## src/rtl/algo_nr_rderr_log_wrap.sv

```systemverilog
// rtl/algo_nr_rderr_log_wrap.sv - read-port ECC error masking, counting and address logging
module algo_nr_rderr_log_wrap #(
  parameter int NUMRDPT  = 2,
  parameter int BITRDPT  = 1,
  parameter int BITPADR  = 17,
  parameter int FIFODPTH = 8,
  parameter int BITFIFO  = 3,
  parameter int CNTWDTH  = 16,
  parameter bit FLOPOUT  = 1'b0
) (
  input  logic                         clk,
  input  logic                         rst,
  input  logic [NUMRDPT-1:0]           rd_vld_in,
  input  logic [NUMRDPT-1:0]           rd_serr_in,
  input  logic [NUMRDPT-1:0]           rd_derr_in,
  input  logic [NUMRDPT*BITPADR-1:0]   rd_padr_in,
  output logic [NUMRDPT-1:0]           rd_vld,
  output logic [NUMRDPT-1:0]           rd_serr,
  output logic [NUMRDPT-1:0]           rd_derr,
  output logic [NUMRDPT*BITPADR-1:0]   rd_padr,
  output logic                         log_vld,
  input  logic                         log_pop,
  output logic [BITPADR-1:0]           log_padr,
  output logic                         log_derr,
  output logic [BITRDPT-1:0]           log_port,
  output logic                         log_ovfl,
  output logic [CNTWDTH-1:0]           serr_cnt,
  output logic [CNTWDTH-1:0]           derr_cnt,
  input  logic                         cnt_clr
);

  localparam int ENTW = BITPADR + 1 + BITRDPT;

  logic [NUMRDPT-1:0] padr_msb;
  logic [NUMRDPT-1:0] serr_m;
  logic [NUMRDPT-1:0] derr_m;
  logic [NUMRDPT-1:0] err_any;
  logic [BITRDPT:0]   serr_pop;
  logic [BITRDPT:0]   derr_pop;
  logic [CNTWDTH:0]   serr_sum;
  logic [CNTWDTH:0]   derr_sum;
  logic [CNTWDTH-1:0] serr_nxt;
  logic [CNTWDTH-1:0] derr_nxt;

  logic               multi_err;
  logic               push_req;
  logic               push_ok;
  logic               pop_ok;
  logic               ovfl_set;
  logic [BITRDPT-1:0] cand_port;
  logic [BITPADR-1:0] cand_padr;
  logic               cand_derr;

  logic [BITFIFO:0]   wr_ptr;
  logic [BITFIFO:0]   rd_ptr;
  logic               fifo_empty;
  logic               fifo_full;
  logic [ENTW-1:0]    mem [FIFODPTH];

  function automatic logic [BITRDPT:0] popcnt(input logic [NUMRDPT-1:0] v);
    logic [BITRDPT:0] c;
    c = '0;
    for (int i = 0; i < NUMRDPT; i++) begin
      c = c + {{BITRDPT{1'b0}}, v[i]};
    end
    return c;
  endfunction

  // Per-port masking: cache-region reads never report errors, derr dominates serr
  always_comb begin
    padr_msb = '0;
    serr_m   = '0;
    derr_m   = '0;
    for (int p = 0; p < NUMRDPT; p++) begin
      padr_msb[p] = rd_padr_in[p*BITPADR + BITPADR - 1];
      derr_m[p]   = rd_vld_in[p] & ~padr_msb[p] & rd_derr_in[p];
      serr_m[p]   = rd_vld_in[p] & ~padr_msb[p] & rd_serr_in[p] & ~rd_derr_in[p];
    end
  end

  generate
    if (FLOPOUT) begin : g_flop
      // Registered read outputs, one cycle behind the inputs
      always_ff @(posedge clk) begin
        if (rst) begin
          rd_vld  <= '0;
          rd_serr <= '0;
          rd_derr <= '0;
          rd_padr <= '0;
        end else begin
          rd_vld  <= rd_vld_in;
          rd_serr <= serr_m;
          rd_derr <= derr_m;
          rd_padr <= rd_padr_in;
        end
      end
    end else begin : g_comb
      assign rd_vld  = rd_vld_in;
      assign rd_serr = serr_m;
      assign rd_derr = derr_m;
      assign rd_padr = rd_padr_in;
    end
  endgenerate

  // Saturating counter next values; a clear zeroes the base before this cycle's errors are added
  always_comb begin
    serr_pop = popcnt(serr_m);
    derr_pop = popcnt(derr_m);
    serr_sum = {1'b0, (cnt_clr ? {CNTWDTH{1'b0}} : serr_cnt)} + {{(CNTWDTH-BITRDPT){1'b0}}, serr_pop};
    derr_sum = {1'b0, (cnt_clr ? {CNTWDTH{1'b0}} : derr_cnt)} + {{(CNTWDTH-BITRDPT){1'b0}}, derr_pop};
    serr_nxt = serr_sum[CNTWDTH] ? {CNTWDTH{1'b1}} : serr_sum[CNTWDTH-1:0];
    derr_nxt = derr_sum[CNTWDTH] ? {CNTWDTH{1'b1}} : derr_sum[CNTWDTH-1:0];
  end

  // Error counters
  always_ff @(posedge clk) begin
    if (rst) begin
      serr_cnt <= '0;
      derr_cnt <= '0;
    end else begin
      serr_cnt <= serr_nxt;
      derr_cnt <= derr_nxt;
    end
  end

  // Pick the log candidate: lowest-index derr port, else lowest-index serr port
  always_comb begin
    cand_derr = |derr_m;
    cand_port = '0;
    cand_padr = '0;
    for (int i = NUMRDPT - 1; i >= 0; i--) begin
      if (derr_m[i] || (!cand_derr && serr_m[i])) begin
        cand_port = BITRDPT'(i);
        cand_padr = rd_padr_in[i*BITPADR +: BITPADR];
      end
    end
  end

  // Push/pop qualification and overflow detection
  always_comb begin
    err_any    = serr_m | derr_m;
    multi_err  = |(err_any & (err_any - NUMRDPT'(1)));
    push_req   = |err_any;
    fifo_empty = (wr_ptr == rd_ptr);
    fifo_full  = (wr_ptr[BITFIFO] != rd_ptr[BITFIFO]) &&
                 (wr_ptr[BITFIFO-1:0] == rd_ptr[BITFIFO-1:0]);
    pop_ok     = log_pop & ~fifo_empty;
    push_ok    = push_req & (~fifo_full | pop_ok);
    ovfl_set   = (push_req & ~push_ok) | multi_err;
  end

  // Log FIFO storage and pointers; the extra pointer bit separates full from empty
  always_ff @(posedge clk) begin
    if (rst) begin
      wr_ptr <= '0;
      rd_ptr <= '0;
      for (int i = 0; i < FIFODPTH; i++) begin
        mem[i] <= '0;
      end
    end else begin
      if (push_ok) begin
        mem[wr_ptr[BITFIFO-1:0]] <= {cand_padr, cand_derr, cand_port};
        wr_ptr <= wr_ptr + (BITFIFO+1)'(1);
      end
      if (pop_ok) begin
        rd_ptr <= rd_ptr + (BITFIFO+1)'(1);
      end
    end
  end

  assign log_vld = ~fifo_empty;
  assign {log_padr, log_derr, log_port} = mem[rd_ptr[BITFIFO-1:0]];

  // Sticky overflow flag; a new overflow wins over a same-cycle clear
  always_ff @(posedge clk) begin
    if (rst) begin
      log_ovfl <= 1'b0;
    end else if (ovfl_set) begin
      log_ovfl <= 1'b1;
    end else if (cnt_clr) begin
      log_ovfl <= 1'b0;
    end
  end

endmodule
```

## config.mk

```make
export PLATFORM = sky130hd
export DESIGN_NAME = algo_nr_rderr_log_wrap
export DESIGN_NICKNAME = d
export VERILOG_FILES = /design/src/rtl/algo_nr_rderr_log_wrap.sv
export SDC_FILE = /design/constraint.sdc
export NUM_CORES = 1
export LEC_CHECK = 0
export CORE_ASPECT_RATIO = 1.5
export CORE_MARGIN = 2
export CORE_UTILIZATION = 45
export DETAILED_ROUTE_END_ITERATION = 8
export GPL_ROUTABILITY_DRIVEN = 0
export PLACE_DENSITY = 0.68
export SLEW_MARGIN = 15
export SYNTH_ARGS = -nofsm -noshare
export SYNTH_HDL_FRONTEND = slang
export SYNTH_SLANG_ARGS = --single-unit
```

## constraint.sdc

```tcl
create_clock -name clk -period 10.8 [get_ports clk]
set_input_delay 2.16 -clock clk [delete_from_list [all_inputs] [get_ports clk]]
set_output_delay 2.16 -clock clk [all_outputs]
set_load 0.03 [all_outputs]
```

==> metrics <==
Seq/Total Area, Yosys=57.1%; insertion delay to the later sink of the worst-skew pair=roughly 0.44 ns; WP buf/inv=2; DRT antenna net count=0; DR vias=roughly 6500; Fin Setup TNS=0 ns; Hold Buf Count CTS=0; first-pass GRT wire length=roughly 37 mm; CP Data Arrival Time=roughly 3.9 ns; final wirelength=approximately 24 mm; fin cells=between 1000 and 1500; CTS tree=done; number of synthesized flops with an enable pin=roughly 150; Total Nets Final=900; CP peak stage delay=roughly 0.69 ns; top post-synthesis cells by area=edfxtp_1 48%, dfxtp_1 9.2%, mux4_2 9.0%; worst hold path class=reg2reg; Final Hold Vio Count=0; most frequent cells in the layout=152 x edfxtp_1, 148 x nor2_1, 136 x clkdlybuf4s50_1, 43 x dfxtp_1, 38 x mux4_2; filler cell count=between 1500 and 2000; Worst Tran Pin Value=about 1.1 ns; Max Root-Sink Buffers=2; max-cap check violation count=0; die area=22400 sq um; Most common cell on crit path=clkdlybuf4s50_1; worst vdd ir=about 0.000098 V; clk root buf=clkbuf_16; PortBufs=~140; asr flop ratio synth=0%; Post-CTS Setup Inserts=0; critical path class=in2out; status=finished, final reports clean; chip height=roughly 180 um; num rows=65; Power Density=approximately 160 nW/um^2; drt initial violations=between 500 and 600; CP Max Fanout=4; share of cells above drive strength 1=between 10% and 20%; DIE WIDTH=123 um; Core Region=20900 sq um; largest net degree at the start of global routing=44; Largest delay share family, worst path=buffers and inverters; flops & latches, synth=196; critical-path cell list=clkdlybuf4s50_1 > nor2b_1 > and3b_1 > clkdlybuf4s50_1; FMAX=between 150 and 200 MHz; Sink Count=slightly below 200; Synth cell types=56; P_leak=a little under 0.004 uW; grt ovf=0; wire per inst=21.2 um; Crit path required time=8.64 ns; relative slew slack=24.3%; htree depth=4; number of global-route vias before repair=6611; crit end category=primary output; Clock transition at path regs=around 0.07 ns; CTS Buf Count=17; initial core utilization=about 46%; Yosys top cell by area=edfxtp_1; most common cell after layout, fill and taps aside=edfxtp_1; Resize count post-CTS=0; DR pass1 iterations=5; drc violations=0; GRT Overall Usage=about 22%; top-area cell type share of the netlist area=a little under half; Max Slew Vio Count=0; Inst Count DP=about 1100; post-route clock period utilization=between 50% and 60%; most used flip-flop cell after synthesis=edfxtp_1; # IOs=137; Diodes inserted=0; area growth from synthesis to layout=19.9%; Worst Skew=0.0113 ns; crit path time final=6.06 ns; Final setup viols=0; cells after synthesis=758; detailed placement HPWL=~15 mm; Netlist Area Pre-Place=roughly 9500 sq um; Mean Syn Cell Area=between 10 and 15 sq um; initial antenna violation count=0; YS warnings=0; RSZ-0062 raised after global routing=false; CP Launch Type=primary input; Via density=between 5 and 6; slowest CP cell=clkdlybuf4s50_1
==> synthesized netlist by cell type, types with 11 or more instances <==
cell type,number
buf_4,40
mux2_2,20
nor3_1,11
clkbuf_1,24
mux4_2,38
nor2_1,148
dfxtp_1,44
a21oi_1,22
nor2b_1,15
nand2_1,30
mux2i_1,17
edfxtp_1,152
xnor2_1,15
inv_1,14
nor4_1,16
buf_2,12
and3_1,18
==> path summary, 6_finish.rpt <==
path	start	end	cells after the start	slack (ns)
worst min-delay path	rd_ptr[3]	rd_ptr[3]	2	0.53
worst max register to register	wr_ptr[1]	mem[3][5]	4	7.01
worst max-delay path	rd_vld_in[0]	rd_serr[0]	4	4.74
worst min register to register	rd_ptr[3]	rd_ptr[3]	2	0.53
==> area by class of cell <==
type                       instances  area [sq um]  share of cell area (%)
sequential                       196          5450                    47.6
multi-input combinational        471          3550                    31.0
timing repair buffer             149          1460                    12.8
clock buffer                      17           425                    3.72
tap                              268           335                    2.93
clock inverter                    15           170                    1.49
inverter                          15          56.3                   0.492
==> routing by layer <==
| layer | track usage (%) | wire length (um) |
|---|---|---|
| met5 | 0 | 0 |
| met4 | 10.6 | 1120 |
| met3 | 4.31 | 1490 |
| met2 | 38.4 | 12300 |
| met1 | 25.9 | 8980 |
==> power by group <==
group,switching [uW],internal [uW],total [uW]
combinational,188,136,323
clock,314,313,627
sequential,9.74,839,849
==> logic make-up after synthesis <==
| logic type | count (synthesis) | synth area share (%) |
|---|---|---|
| xor gates and xnor gates | 20 | 1.84 |
| other | 1 | 0.0393 |
| and+or+nand+nor | 285 | 14.3 |
| muxes | 75 | 13.1 |
| adders and majority gates | 6 | 0.944 |
| AOI/OAI and AO/OA | 77 | 6.68 |
| DFF | 196 | 57.1 |
| buffers and inverters | 98 | 6.06 |
==> through the flow <==
stage	util (%)	hold WS [ns]	worst slack, ns	instance area (sq um)	total power, uW
6_report	54.7	0.533	4.74	11400	1800
5_1_grt	54.7	0.564	4.67	11400	1860
4_1_cts	54.7	0.535	4.74	11400	1810
3_5_place_dp	51.9	0.524	4.75	10800	1190
3_3_place_gp	51.9	0.509	4.80	10800	1190
2_1_floorplan	-	0.500	5.69	9570	1090
==> sequential cells by signal, summed over array words and instances, names as in the netlist, named ones only <==
register / cells
derr_cnt: 16
log_ovfl: 1
mem: 152
rd_ptr: 4
serr_cnt: 16
wr_ptr: 4
==> worst min-delay path: stages, from the launching register on <==
cell	delay, ns
dfxtp_1	0.33
o211ai_1	0.09
o31ai_1	0.07
(Power assumes the default switching activity.)
